`src/rtl/rvga_mem_arbiter_pkg.sv`:
```
// Shared types for the imem/dmem backing-memory arbiter: bus word, FSM states,
// client identifiers and the word-alignment helper.
package rvga_mem_arbiter_pkg;

  localparam int unsigned XLEN = 32;

  typedef logic [XLEN-1:0] rvga_word;

  typedef enum logic [1:0] {
    IDLE,
    ISSUE,
    WAIT,
    RESP
  } rvga_mem_state_e;

  typedef enum logic {
    CLIENT_I,
    CLIENT_D
  } rvga_mem_client_e;

  function automatic rvga_word word_align(input rvga_word addr);
    return {addr[XLEN-1:2], 2'b00};
  endfunction

endpackage

```
`src/rtl/rvga_mem_arbiter_if.sv`:
```
// Backing-memory bus between the arbiter (master) and the memory (slave).
interface rvga_mem_arbiter_if;
  import rvga_mem_arbiter_pkg::*;

  logic     mem_v_o;
  logic     mem_w_v_o;
  rvga_word mem_addr_o;
  rvga_word mem_data_o;
  logic     mem_ready_i;
  logic     mem_resp_v_i;
  rvga_word mem_data_i;

  modport master (
    output mem_v_o, mem_w_v_o, mem_addr_o, mem_data_o,
    input  mem_ready_i, mem_resp_v_i, mem_data_i
  );

  modport slave (
    input  mem_v_o, mem_w_v_o, mem_addr_o, mem_data_o,
    output mem_ready_i, mem_resp_v_i, mem_data_i
  );

endinterface

```
`src/rtl/rvga_mem_arbiter_pick.sv`:
```
// Combinational grant selector. Fixed dmem priority by default; with
// RVGA_MEM_ARB_RR_EN defined, simultaneous requests alternate on last grant.
module rvga_mem_arb_pick
  import rvga_mem_arbiter_pkg::*;
(
  input  logic             imem_req_i,
  input  logic             dmem_req_i,
  input  rvga_mem_client_e last_i,
  output rvga_mem_client_e grant_o
);

  always_comb begin
    grant_o = CLIENT_I;
`ifdef RVGA_MEM_ARB_RR_EN
    if (imem_req_i && dmem_req_i) begin
      grant_o = (last_i == CLIENT_D) ? CLIENT_I : CLIENT_D;
    end else if (dmem_req_i) begin
      grant_o = CLIENT_D;
    end
`else
    if (dmem_req_i) begin
      grant_o = CLIENT_D;
    end
`endif
  end

`ifndef RVGA_MEM_ARB_RR_EN
  logic unused_pick;
  assign unused_pick = imem_req_i ^ (last_i == CLIENT_D);
`endif

endmodule

```
`src/rtl/rvga_mem_arbiter.sv`:
```
// Single-outstanding arbiter merging imem and dmem onto one memory bus.
// Optional round-robin grant under macro RVGA_MEM_ARB_RR_EN.
module rvga_mem_arbiter
  import rvga_mem_arbiter_pkg::*;
#(
  parameter int WORD_ALIGN_V = 1
) (
  input  logic     clk_i,
  input  logic     rst_i,
  input  logic     imem_v_i,
  input  rvga_word imem_addr_i,
  output rvga_word imem_data_o,
  output logic     imem_resp_v_o,
  input  logic     dmem_r_v_i,
  input  logic     dmem_w_v_i,
  input  rvga_word dmem_addr_i,
  input  rvga_word dmem_data_i,
  output rvga_word dmem_data_o,
  output logic     dmem_resp_v_o,
  rvga_mem_arbiter_if.master mem
);

  rvga_mem_state_e  state_q, state_d;
  rvga_mem_client_e grant_q, grant_d;
  rvga_word         addr_q, addr_d;
  rvga_word         wdata_q, wdata_d;
  rvga_word         rdata_q, rdata_d;
  logic             w_q, w_d;
  logic             dmem_req;
  rvga_mem_client_e pick_grant;
  rvga_mem_client_e pick_last;

  assign dmem_req = dmem_r_v_i | dmem_w_v_i;

`ifdef RVGA_MEM_ARB_RR_EN
  rvga_mem_client_e last_q, last_d;
  assign pick_last = last_q;
`else
  assign pick_last = CLIENT_I;
`endif

  rvga_mem_arb_pick u_pick (
    .imem_req_i (imem_v_i),
    .dmem_req_i (dmem_req),
    .last_i     (pick_last),
    .grant_o    (pick_grant)
  );

  always_ff @(posedge clk_i) begin
    if (rst_i) begin
      state_q <= IDLE;
      grant_q <= CLIENT_I;
      addr_q  <= '0;
      wdata_q <= '0;
      rdata_q <= '0;
      w_q     <= 1'b0;
`ifdef RVGA_MEM_ARB_RR_EN
      last_q  <= CLIENT_I;
`endif
    end else begin
      state_q <= state_d;
      grant_q <= grant_d;
      addr_q  <= addr_d;
      wdata_q <= wdata_d;
      rdata_q <= rdata_d;
      w_q     <= w_d;
`ifdef RVGA_MEM_ARB_RR_EN
      last_q  <= last_d;
`endif
    end
  end

  // Requests are only sampled in IDLE; a spurious mem_resp_v_i elsewhere is ignored.
  always_comb begin
    state_d = state_q;
    grant_d = grant_q;
    addr_d  = addr_q;
    wdata_d = wdata_q;
    rdata_d = rdata_q;
    w_d     = w_q;
`ifdef RVGA_MEM_ARB_RR_EN
    last_d  = last_q;
`endif
    case (state_q)
      IDLE: begin
        if (dmem_req || imem_v_i) begin
          grant_d = pick_grant;
`ifdef RVGA_MEM_ARB_RR_EN
          last_d  = pick_grant;
`endif
          if (pick_grant == CLIENT_D) begin
            addr_d  = dmem_addr_i;
            wdata_d = dmem_data_i;
            w_d     = dmem_w_v_i;
          end else begin
            addr_d  = imem_addr_i;
            wdata_d = '0;
            w_d     = 1'b0;
          end
          state_d = ISSUE;
        end
      end
      ISSUE: begin
        if (mem.mem_ready_i) begin
          state_d = WAIT;
        end
      end
      WAIT: begin
        if (mem.mem_resp_v_i) begin
          rdata_d = mem.mem_data_i;
          state_d = RESP;
        end
      end
      RESP: begin
        state_d = IDLE;
      end
      default: begin
        state_d = IDLE;
      end
    endcase
  end

  assign mem.mem_v_o    = (state_q == ISSUE);
  assign mem.mem_w_v_o  = (state_q == ISSUE) && w_q;
  assign mem.mem_addr_o = (WORD_ALIGN_V != 0) ? word_align(addr_q) : addr_q;
  assign mem.mem_data_o = wdata_q;

  assign imem_resp_v_o = (state_q == RESP) && (grant_q == CLIENT_I);
  assign dmem_resp_v_o = (state_q == RESP) && (grant_q == CLIENT_D);
  assign imem_data_o   = imem_resp_v_o ? rdata_q : '0;
  assign dmem_data_o   = (dmem_resp_v_o && !w_q) ? rdata_q : '0;

endmodule

```
`src/flat_wrapper.sv`:
```
// flat-port wrapper written by rule: the top's interface ports become plain ports
module rvga_mem_arbiter_flat import rvga_mem_arbiter_pkg::*;
#(
  parameter int WORD_ALIGN_V = 1
)
  (clk_i, rst_i, imem_v_i, imem_addr_i, imem_data_o, imem_resp_v_o, dmem_r_v_i, dmem_w_v_i, dmem_addr_i, dmem_data_i, dmem_data_o, dmem_resp_v_o, mem_mem_v_o, mem_mem_w_v_o, mem_mem_addr_o, mem_mem_data_o, mem_mem_ready_i, mem_mem_resp_v_i, mem_mem_data_i);
  rvga_mem_arbiter_if mem_i ();
  input  logic clk_i;
  input  logic rst_i;
  input  logic imem_v_i;
  input  rvga_word imem_addr_i;
  output rvga_word imem_data_o;
  output logic imem_resp_v_o;
  input  logic dmem_r_v_i;
  input  logic dmem_w_v_i;
  input  rvga_word dmem_addr_i;
  input  rvga_word dmem_data_i;
  output rvga_word dmem_data_o;
  output logic dmem_resp_v_o;
  output wire logic [$bits(mem_i.mem_v_o)-1:0] mem_mem_v_o;
  output wire logic [$bits(mem_i.mem_w_v_o)-1:0] mem_mem_w_v_o;
  output wire logic [$bits(mem_i.mem_addr_o)-1:0] mem_mem_addr_o;
  output wire logic [$bits(mem_i.mem_data_o)-1:0] mem_mem_data_o;
  input wire logic [$bits(mem_i.mem_ready_i)-1:0] mem_mem_ready_i;
  input wire logic [$bits(mem_i.mem_resp_v_i)-1:0] mem_mem_resp_v_i;
  input wire logic [$bits(mem_i.mem_data_i)-1:0] mem_mem_data_i;
  assign mem_mem_v_o = mem_i.mem_v_o;
  assign mem_mem_w_v_o = mem_i.mem_w_v_o;
  assign mem_mem_addr_o = mem_i.mem_addr_o;
  assign mem_mem_data_o = mem_i.mem_data_o;
  assign mem_i.mem_ready_i = mem_mem_ready_i;
  assign mem_i.mem_resp_v_i = mem_mem_resp_v_i;
  assign mem_i.mem_data_i = mem_mem_data_i;
  rvga_mem_arbiter #(.WORD_ALIGN_V(WORD_ALIGN_V)) u_core (.clk_i(clk_i), .rst_i(rst_i), .imem_v_i(imem_v_i), .imem_addr_i(imem_addr_i), .imem_data_o(imem_data_o), .imem_resp_v_o(imem_resp_v_o), .dmem_r_v_i(dmem_r_v_i), .dmem_w_v_i(dmem_w_v_i), .dmem_addr_i(dmem_addr_i), .dmem_data_i(dmem_data_i), .dmem_data_o(dmem_data_o), .dmem_resp_v_o(dmem_resp_v_o), .mem(mem_i));
endmodule
```
`config.mk`:
```
export PLATFORM = sky130hd
export DESIGN_NAME = rvga_mem_arbiter_flat
export DESIGN_NICKNAME = d
export VERILOG_FILES = /design/src/rtl/rvga_mem_arbiter_pkg.sv /design/src/rtl/rvga_mem_arbiter_if.sv /design/src/rtl/rvga_mem_arbiter_pick.sv /design/src/rtl/rvga_mem_arbiter.sv /design/src/flat_wrapper.sv
export SDC_FILE = /design/constraint.sdc
export NUM_CORES = 1
export LEC_CHECK = 0
export ABC_AREA = 1
export CORE_ASPECT_RATIO = 0.5
export CORE_UTILIZATION = 23
export CTS_CLUSTER_DIAMETER = 200
export DETAILED_ROUTE_END_ITERATION = 8
export GPL_ROUTABILITY_DRIVEN = 0
export HOLD_SLACK_MARGIN = 0.1
export SYNTH_ARGS = -nofsm -noshare
export SYNTH_HDL_FRONTEND = slang
export SYNTH_SLANG_ARGS = --single-unit
```
`constraint.sdc`:
```
create_clock -name clk_i -period 2.02 [get_ports clk_i]
set_input_delay 0.404 -clock clk_i [delete_from_list [all_inputs] [get_ports clk_i]]
set_output_delay 0.404 -clock clk_i [all_outputs]
set_load 0.05 [all_outputs]
```
**After elaboration in Yosys (flattened, before gate mapping)**

Index checks and enable logic that the tools add are counted.

- Reductions and logical operators: 10
- Bitwise logic cells: 2
- Equal/unequal tests: 6
- Muxes and demuxes: 10

Operators by type and width:

| cell | count |
|---|---|
| 2-to-1 mux 32 bit | 4 |
| case mux 2 bit (4 select lines) | 1 |
| 2-to-1 mux 2 bit | 3 |
| == test 2 bit (second input constant) | 2 |
| logical AND 1 bit | 4 |
| inequality test 2 x 1 -> 1 bit (second input constant) | 2 |
| AND reduction 2 bit | 2 |
| AND reduction 3 bit | 1 |
| == test 2 x 1 -> 1 bit (second input constant) | 1 |
| zero test 2 bit | 1 |
| 2-to-1 mux 1 bit | 2 |
| inequality test 2 bit (second input constant) | 1 |
| zero test 1 bit | 1 |
| logical OR 1 bit | 1 |
| NOT 1 bit | 1 |
| OR 1 bit | 1 |

- Output and inout bits: 132
- Input bits: 135
- Register bits after elaboration: 100
- Logic and storage cells: 34

**Logic depth before layout (Yosys ltp)**

Gate-level depths: netlist of the first run.

- Depth in word-level cells: 4
- Mapped depth: 8
- Depth with buffers taken out: 8

**Hierarchy**

From an unflattened synthesis of the first run, not the netlist that was laid out.

- Cell total of the unflattened synthesis: 669
- Area, all modules: 4,650.7 µm²

Modules (own cells, without submodules):

| module | cells an instance | area an instance (µm²) | seq. area each (µm²) | instances |
|---|---|---|---|---|
| rvga_mem_arbiter | 668 | 4,643.2 | 1,961.9 | 1 |
| rvga_mem_arb_pick | 1 | 7.5 | 0.0 | 1 |

**Least setup slack after synthesis of the first run**

No wires, ideal clock.

- Kind: register to output
- From: register u_core.state_q[1]
- To: output imem_data_o[0]
- Cell stages (with the launch flop): 7
- Setup slack: -723 ps
- Buffers on the path: 1
- Data required time: 1,616 ps
- Arrival: 2,339 ps
- Cell sequence: dfxtp_1 > ha_1 > inv_1 > nor2_1 > inv_1 > clkbuf_1 > nor2_1

- Cells in the longest elaborated chain, start to end: 3

Ends and longest elaborated chain:

| item | RTL line | RTL |
|---|---|---|
| from (decl) | rvga_mem_arbiter.sv:23 | `rvga_mem_state_e state_q, state_d;` |
| from (signal assigned) | rvga_mem_arbiter.sv:61 | `state_q <= state_d;` |
| == test 2 bit | rvga_mem_arbiter.sv:128 | `assign imem_resp_v_o = (state_q == RESP) && (grant_q == CLIENT_I);` |
| logical AND 1 bit | rvga_mem_arbiter.sv:128 |  |
| net imem_resp_v_o | flat_wrapper.sv:13 | `output logic imem_resp_v_o;` |
| 2-to-1 mux 32 bit | rvga_mem_arbiter.sv:130 | `assign imem_data_o = imem_resp_v_o ? rdata_q : '0;` |
| to (decl) | flat_wrapper.sv:12 | `output rvga_word imem_data_o;` |

The timed path passes the listed nets, and every way through them passes these cells.

**Worst setup path in the final report of the first run**

- From: register u_core.state_q[0]
- To: output dmem_data_o[17]

- Cells in the longest elaborated chain, start to end: 4

Ends and longest elaborated chain:

| item | RTL line | RTL |
|---|---|---|
| == test 2 bit | rvga_mem_arbiter.sv:129 | `assign dmem_resp_v_o = (state_q == RESP) && (grant_q == CLIENT_D);` |
| logical AND 1 bit | rvga_mem_arbiter.sv:129 |  |
| logical AND 1 bit | rvga_mem_arbiter.sv:131 | `assign dmem_data_o = (dmem_resp_v_o && !w_q) ? rdata_q : '0;` |
| 2-to-1 mux 32 bit | rvga_mem_arbiter.sv:131 |  |
| to (decl) | flat_wrapper.sv:18 | `output rvga_word dmem_data_o;` |

Every way passes these cells.

==> results.py, run 1 <==
metrics = {
    "outcome": {
        "status": "complete, but fails checks",
        "violations": "setup timing",
    },
    "placed_design": {
        "dp_cells": 1171,
        "port_buffers": 260,
        "post-dp-hpwl_um": 10970,
    },
    "final_layout": {
        "drive_gt1_frac": 0.1921,
        "syn2layout_area_growth_pct": 97.00,
        "stdcell_count": 1196,
        "antenna_cells": 0,
        "fin_util": 0.4655,
        "finalNetCount": 1072,
    },
    "grt": {
        "grt_use_total": 0.1564,
        "grt_pass1_wl_um": 24310,
        "grt-ovfl-total": 0,
        "antenna_found_initial": 0,
        "grt_max_degree": 65,
        "grt_pass1_vias": 4717,
    },
    "routing": {
        "postRouteAntennaNets": 0,
        "drt-initial-drc-count": 170,
        "viasPerCell": 4.057,
        "wire_per_inst_um": 13.29,
        "drt-pass1-iter-count": 4,
        "vias": 4852,
        "routed_wl_um": 15900,
        "drc": 0,
    },
    "cts": {
        "path_clk_slew_ns": 0.06,
        "cts_made_buffers": 9,
        "cts_hold_buf": 0,
        "htreeDepth": 3,
        "cts_tree": "done",
        "clock_latency_ns": 0.34,
        "clockBufferDepth": 2,
        "clock_sinks": 98,
        "root_buffer": "clkbuf_16",
    },
    "power": {
        "p_int_w": 0.005106,
        "pwr-share-seq": 0.288,
        "swShare": 0.4609,
        "power_frac_comb": 0.540,
        "power.leakage_nw": 3.445,
        "vdd_drop_max_v": 0.0005824,
        "powerDensity_nw_per_um2": 1099,
        "p_sw_w": 0.004366,
        "p_total_w": 0.009472,
        "clock_power_share": 0.172,
    },
    "worst_setup_path": {
        "cp_slowest_cell": "dfxtp_4",
        "cp_max_fo": 8,
        "cp-start-kind": "flop",
        "arrival_ns": 1.68,
        "endpoint_kind": "output pin",
        "path_cells": "ha_4 -> nand2_2 -> or2_4 -> clkbuf_16 -> nor2_4 -> buf_12",
        "reg2reg_slack_ns": 0.24,
        "rr_startpoint": "u_core.state_q[0]",
        "crit_end": "dmem_data_o[17]",
        "startpoint": "u_core.state_q[0]",
        "slowest_delay_ns": 0.36,
        "r2r_end": "u_core.rdata_q[9]",
        "critical_path_class": "flop to output pin",
        "required_ns": 1.62,
        "r2r_cells": 8,
    },
    "sta": {
        "final_hold_viol_count": 0,
        "layout_min_cycle_time_ns": 2.083,
        "fmax_mhz": 480.1,
        "fin_ws_ns": -0.06304,
        "clock-skew-final_ns": 0.005490,
        "tns_ns": -0.9758,
        "drv_slew": 0,
        "setup_violations": 32,
        "slew_headroom": 0.6268,
        "rsz0062_at_grt": "yes",
        "hold_ws_ns": 0.4603,
        "tightest_slew_ns": 0.5598,
        "fin_crit_sh": 1.031,
    },
    "synthesis": {
        "avgSynthCellArea_sq_um": 6.399,
        "syn_inst": 684,
        "synthFlopType": "dfxtp_1",
        "ys_seq_area_frac": 0.4483,
        "synth-simple-area-share": 0.3125,
        "ys_warn_count": 0,
        "synthAdderAreaFrac": 0.01144,
        "synth_top_family_by_area": "simple AND/OR/NAND/NOR gates",
        "synth_compound_area_frac": 0.1144,
        "yosys.cell_types.count": 16,
        "synth_area_sq_um": 4377,
        "yosys.area_share.xor_xnor": 0,
        "yosysTopAreaCell": "dfxtp_1",
        "ys_seq_elements": 98,
        "muxShareOfSynthArea": 0,
        "synth_area_leaders": "dfxtp_1 45%, nand2_1 20%, nor2_1 11%",
        "synth_edf_count": 0,
        "async_flop_share": 0,
        "synth_top_cell_area_share": 0.4483,
    },
    "die": {
        "initial_utilization": 0.2363,
        "ios": 267,
        "core-area_sq_um": 18520,
        "fp.dieArea_sq_um": 19620,
        "die_h_um": 99.55,
        "num_rows": 35,
        "fp.dieW_um": 197.1,
    },
    "run": {
        "drv_cap": 0,
    },
    "min_path": {
        "worstHoldPathType": "flop to flop",
    },
}
## critical path, delay by kind of cell (launching register included)
kind,cells,cell delay [ns]
fa+ha+maj,1,0.13
buf+inv,2,0.35
flops,1,0.36
simple gates,3,0.48
## worst min path at each step
stage | slack (ns) | depth (start not counted) | startpoint | end
2_1_floorplan | 0.45 | 2 | u_core.w_q | u_core.w_q
3_3_place_gp | 0.45 | 2 | u_core.mem.mem_data_o[29] | u_core.mem.mem_data_o[29]
3_5_place_dp | 0.45 | 2 | u_core.mem.mem_data_o[24] | u_core.mem.mem_data_o[24]
4_1_cts | 0.46 | 2 | u_core.mem.mem_data_o[24] | u_core.mem.mem_data_o[24]
5_1_grt | 0.47 | 2 | u_core.mem.mem_data_o[20] | u_core.mem.mem_data_o[20]
6_report | 0.46 | 2 | u_core.mem.mem_data_o[3] | u_core.mem.mem_data_o[3]
## cell families (layout without fill, tap and decap cells)
kind of cell | Yosys count | count (layout)
buf+inv | 120 | 372
compound gates | 100 | 100
simple gates | 361 | 361
flops | 98 | 98
other cells | 1 | 2
fa+ha+maj | 4 | 4
## layout by cell type (no fill, tap or decap), types with 12 or more instances in the layout
cell,netlist,layout
inv_1,75,74
clkdlybuf4s50_1,0,191
nand2_1,228,225
a21oi_1,68,68
buf_12,0,49
nor2_4,1,65
buf_6,0,12
buf_4,9,24
dfxtp_1,98,96
o21ai_0,32,32
clkbuf_16,0,12
nor2_1,129,63
## per-layer routing
metal | share of wire | wire [um] | global-route usage
met5 | 0 | 0 | 0
met4 | 0.012 | 184 | 0.03339
met3 | 0.032 | 510 | 0.02882
met2 | 0.54 | 8620 | 0.3020
met1 | 0.41 | 6585 | 0.1791
## cell type report
type	count	area, sq um
inverters	76	287.8
clock inverters	3	15.01
multi-input cells	467	2434
fillers	1803	9902
flip-flops and latches	98	1967
clock buffers	12	256.5
well taps	259	324.1
repair buffers	281	3338
## synthesized netlist by cell type, drive strengths merged, types with 2 or more instances
cell type	instances
dfxtp	98
ha	4
buf	18
inv	75
nand2	228
o21ai	32
clkbuf	26
nand3	2
nor2	130
a21oi	68
## through the flow
stage | area [sq um] | worst slack (ns)
after floorplan | 4629 | -0.2034
after global placement | 7868 | 0.1730
after detailed placement | 7868 | 0.1320
after CTS | 8434 | -0.08271
after global routing | 8622 | -0.1185
final | 8622 | -0.06304
## power groups by stage
stage,clock (W),sequential (W),combinational [W]
final,0.00162,0.00273,0.00512
after global routing,0.00176,0.00279,0.00554
after CTS,0.00169,0.00273,0.00503
after detailed placement,0,0.00276,0.00487
after global placement,0,0.00273,0.00482
after floorplan,0,0.00403,0.00206
## sequential cells by signal, indices dropped and copies added (netlist names)
register	count
u_core.state_q	2
u_core.w_q	1
u_core.rdata_q	32
u_core.mem.mem_data_o	32
u_core.grant_q	1
u_core.addr_q	30
## what timing repair did
action / in CTS / in global routing
setup endpoints to repair: 54 / 57
resized for setup: 65 / 21
cloned: 2 / 4
setup buffers: 2 / 2
pin swaps: 1 / 2
(Power assumes the default switching activity.)
==> run 2: changes to the inputs <==
- CORE_ASPECT_RATIO: 0.5 -> 1.75
==> results.py, run 2 (synthesized netlist as in run 1, its figures left out) <==
metrics = {
    "outcome": {
        "status": "complete, but fails checks",
        "violations": "setup timing",
    },
    "final_layout": {
        "finalNetCount": 1077,
        "register_area_sq_um": 1969,
        "syn2layout_area_growth_pct": 97.00,
        "multiInputGateArea_sq_um": 2434,
        "layout_commonest_cell": "nand2_1",
        "fillers": 1785,
        "antenna_cells": 0,
        "drive_gt1_frac": 0.1941,
        "final_cell_mix": "225 x nand2_1, 191 x clkdlybuf4s50_1, 96 x dfxtp_1",
    },
    "worst_setup_path": {
        "reg2reg_slack_ns": 0.24,
        "cp_max_fo": 8,
        "critical_path_class": "flop to output pin",
        "arrival_ns": 1.69,
        "cp-start-kind": "flop",
        "required_ns": 1.62,
        "endpoint_kind": "output pin",
    },
    "power": {
        "powerDensity_nw_per_um2": 1120,
        "power_frac_comb": 0.551,
        "power.leakage_nw": 3.464,
        "swShare": 0.4583,
        "pwr-share-seq": 0.283,
        "p_total_w": 0.009658,
        "p_sw_w": 0.004426,
        "p_int_w": 0.005232,
        "clock_power_share": 0.166,
        "vdd_drop_max_v": 0.0005328,
    },
    "sta": {
        "tightest_slew_ns": 0.5551,
        "slew_headroom": 0.6288,
        "final_hold_viol_count": 0,
        "fmax_mhz": 476.4,
        "fin_ws_ns": -0.07897,
        "fin_crit_sh": 1.039,
        "rsz0062_at_grt": "yes",
        "layout_min_cycle_time_ns": 2.099,
        "tns_ns": -1.217,
        "hold_ws_ns": 0.4588,
        "drv_slew": 0,
        "clock-skew-final_ns": 0.006567,
        "setup_violations": 32,
    },
    "grt": {
        "grt_pass1_wl_um": 24560,
        "grt_use_total": 0.1639,
        "grt_pass1_vias": 4574,
        "grt-ovfl-total": 0,
        "grt_max_degree": 65,
        "antenna_found_initial": 0,
    },
    "routing": {
        "drc": 0,
        "vias": 4907,
        "drt-pass1-iter-count": 4,
        "postRouteAntennaNets": 0,
        "drt-initial-drc-count": 145,
        "wire_per_inst_um": 13.75,
        "viasPerCell": 4.155,
        "routed_wl_um": 16240,
    },
    "placed_design": {
        "port_buffers": 260,
        "post-dp-hpwl_um": 11310,
    },
    "cts": {
        "htreeDepth": 3,
        "cts_made_buffers": 9,
        "root_buffer": "clkbuf_16",
        "clock_sinks": 98,
        "cts_tree": "done",
        "clockBufferDepth": 2,
        "path_clk_slew_ns": 0.07,
        "clock_latency_ns": 0.34,
    },
    "die": {
        "fp.dieW_um": 106.3,
        "ios": 267,
        "num_rows": 66,
        "die_h_um": 184.5,
        "core-area_sq_um": 18580,
        "fp.dieArea_sq_um": 19610,
        "initial_utilization": 0.2356,
    },
    "min_path": {
        "worstHoldPathType": "flop to flop",
    },
    "run": {
        "drv_cap": 0,
    },
}
-- run 2: changes by cell type in the layout (fill, tap and decap cells not counted), sizes merged --
cell and change:
buf +6, clkbuf +1, clkinv -2, clkinvlp +1
-- run 2: area by class of cell --
class	instances	area share
Multi-Input combinational cell	467	0.2823
Tap cell	238	0.03454
Clock buffer	14	0.02946
Timing Repair Buffer	286	0.3902
Inverter	76	0.03367
Clock inverter	2	0.001451
Sequential cell	98	0.2284
-- run 2: worst max-delay path, stage by stage (launching register included) --
cell and delay, ns:
dfxtp_4 0.36, ha_4 0.13, nand2_2 0.05, or2_4 0.31, clkbuf_16 0.22, nor2_4 0.12
buf_12 0.14
-- run 2: timing repair --
item,4_1_cts,5_1_grt
cloned,4,2
buffers inserted,3,2
pin swaps,1,2
resized for setup,62,48
endpoints found under the setup margin,64,62
hold buffers,0,0
-- run 2: through the flow --
| step | cells | utilization | instance area, sq um | setup slack, ns |
|---|---|---|---|---|
| floorplan | 685 | - | 4629 | -0.2034 |
| global route | 1181 | 0.4640 | 8622 | -0.1481 |
| detailed placement | 1154 | 0.4178 | 7764 | 0.09083 |
| finish | 1181 | 0.4640 | 8622 | -0.07897 |
| global placement | 1154 | 0.4178 | 7764 | 0.1507 |
| CTS | 1177 | 0.4500 | 8361 | -0.05683 |
-- run 2: worst paths after layout --
kind                                           startpoint                        end  depth (start not counted)
worst max-delay path                    u_core.state_q[0]            dmem_data_o[11]                          6
worst min-delay path            u_core.mem.mem_data_o[28]  u_core.mem.mem_data_o[28]                          2
worst max register to register          u_core.state_q[0]  u_core.mem.mem_data_o[16]                          9
worst min register to register  u_core.mem.mem_data_o[28]  u_core.mem.mem_data_o[28]                          2
-- run 2: routing by layer --
layer / wire length, um / GRT usage / vias to the layer above / part of all wire
li1: - / - / 2567 / -
met1: 5630 / 0.1611 / 2146 / 0.35
met2: 9392 / 0.3216 / 169 / 0.58
met3: 774 / 0.03289 / 25 / 0.048
met4: 442 / 0.07389 / 0 / 0.027
met5: 0 / 0 / - / 0
-- run 2: power by group through the flow --
stage	combinational, W	clock [W]	sequential, W
floorplan	0.00206	0	0.00403
global placement	0.00502	0	0.00273
detailed placement	0.00506	0	0.00275
CTS	0.00529	0.00169	0.00272
global route	0.00573	0.00177	0.00280
finish	0.00532	0.00161	0.00273
==> run 3: changes to the inputs <==
- SKIP_CTS_REPAIR_TIMING: not set -> 1
==> results.py, run 3 (synthesized netlist as in run 1, its figures left out) <==
metrics = {
    "min_path": {
        "holdPathStages": 2,
        "min_from": "u_core.mem.mem_data_o[28]",
        "holdPathEnd": "u_core.mem.mem_data_o[28]",
        "worstHoldPathType": "flop to flop",
    },
    "grt": {
        "grt_pass1_wl_um": 23350,
        "grt_max_degree": 65,
        "grt_use_total": 0.1543,
        "grt-ovfl-total": 0,
        "grt_pass1_vias": 4410,
        "antenna_found_initial": 0,
    },
    "sta": {
        "final_hold_viol_count": 0,
        "fin_ws_ns": -0.07293,
        "fmax_mhz": 477.8,
        "layout_min_cycle_time_ns": 2.093,
        "fin_crit_sh": 1.036,
        "slew_headroom": 0.6289,
        "rsz0062_at_grt": "yes",
        "setup_violations": 32,
        "drv_slew": 0,
        "tightest_slew_ns": 0.5550,
        "hold_ws_ns": 0.4589,
        "clock-skew-final_ns": 0.006734,
        "tns_ns": -1.655,
    },
    "die": {
        "ios": 267,
        "core-area_sq_um": 18580,
        "fp.dieArea_sq_um": 19610,
        "fp.dieW_um": 106.3,
        "num_rows": 66,
        "initial_utilization": 0.2356,
        "die_h_um": 184.5,
    },
    "cts": {
        "path_clk_slew_ns": 0.06,
        "clock_latency_ns": 0.34,
        "root_buffer": "clkbuf_16",
        "htreeDepth": 3,
        "cts_tree": "done",
        "clockBufferDepth": 2,
        "clock_sinks": 98,
        "cts_made_buffers": 9,
    },
    "final_layout": {
        "layout_commonest_cell": "nand2_1",
        "fin_util": 0.4588,
        "final_cell_mix": "225 x nand2_1, 191 x clkdlybuf4s50_1, 96 x dfxtp_1",
        "syn2layout_area_growth_pct": 94.77,
        "drive_gt1_frac": 0.1898,
        "finalNetCount": 1072,
        "antenna_cells": 0,
    },
    "worst_setup_path": {
        "r2r_end": "u_core.rdata_q[21]",
        "endpoint_kind": "output pin",
        "r2r_cells": 6,
        "cp_slowest_cell": "dfxtp_4",
        "required_ns": 1.62,
        "cp-start-kind": "flop",
        "reg2reg_slack_ns": 0.47,
        "path_cells": "ha_4 -> nand2_2 -> or2_4 -> clkbuf_16 -> nor2_4 -> buf_12",
        "crit_family": "simple AND/OR/NAND/NOR gates",
        "rr_startpoint": "u_core.state_q[0]",
        "arrival_ns": 1.69,
        "crit_buf_inv": 2,
        "critical_path_class": "flop to output pin",
        "cp_max_fo": 8,
        "slowest_delay_ns": 0.38,
    },
    "placed_design": {
        "port_buffers": 260,
        "post-dp-hpwl_um": 11310,
        "post-place-ws_ns": 0.09083,
    },
    "routing": {
        "routed_wl_um": 16150,
        "postRouteAntennaNets": 0,
        "drt-pass1-iter-count": 6,
        "drt-initial-drc-count": 145,
        "drc": 0,
        "wire_per_inst_um": 13.74,
        "vias": 4901,
        "viasPerCell": 4.168,
    },
    "power": {
        "powerDensity_nw_per_um2": 1124,
        "vdd_drop_max_v": 0.0005326,
        "power.leakage_nw": 3.415,
    },
    "outcome": {
        "violations": "setup timing",
        "status": "complete, but fails checks",
    },
    "run": {
        "drv_cap": 0,
    },
}
==> run 3: changes by cell type in the layout (fill, tap and decap cells not counted), sizes merged <==
cell    change
buf         -6
clkbuf      +1
==> run 3: layout make-up <==
type / instances / area, sq um
Multi-Input combinational cell: 467 / 2434
Sequential cell: 98 / 1969
Timing Repair Buffer: 281 / 3269
Clock inverter: 2 / 12.51
Clock buffer: 14 / 254.0
Inverter: 76 / 287.8
Fill cell: 1793 / 10060
Tap cell: 238 / 297.8
==> run 3: worst max path at each step <==
stage | from | to | slack [ns] | cells past startpoint
floorplan | u_core.state_q[1] | dmem_data_o[10] | -0.20 | 6
global placement | dmem_w_v_i | u_core.addr_q[9] | 0.15 | 9
detailed placement | dmem_w_v_i | u_core.addr_q[15] | 0.09 | 9
CTS | u_core.state_q[1] | dmem_data_o[18] | -0.27 | 6
global route | u_core.state_q[1] | dmem_data_o[5] | -0.15 | 6
finish | u_core.state_q[1] | dmem_data_o[5] | -0.07 | 6
==> run 3: worst register-to-register path, stage by stage (launching register included) <==
cell     delay, ns
dfxtp_4       0.37
inv_1         0.07
ha_1          0.24
nand2_2       0.06
buf_4         0.45
o21ai_0       0.17
a21oi_1       0.13
==> run 3: power by group <==
group | switching (W) | internal [W] | total [W]
logic | 0.00342 | 0.00182 | 0.00524
registers | 0.000252 | 0.00248 | 0.00274
clock network | 0.000736 | 0.000871 | 0.00161
==> run 3: metrics by stage <==
stage	total power [W]	instances	cell area, sq um
final	0.009583	1176	8524
after CTS	0.009478	1170	8030
after floorplan	0.006085	685	4629
after detailed placement	0.007808	1154	7764
after global placement	0.007746	1154	7764
after global routing	0.01023	1176	8524
==> run 3: per-layer routing <==
metal	vias up	track usage	share of wire
li1	2548	-	-
met1	2137	0.1611	0.35
met2	189	0.2932	0.57
met3	27	0.03076	0.051
met4	0	0.06611	0.031
met5	-	0	0
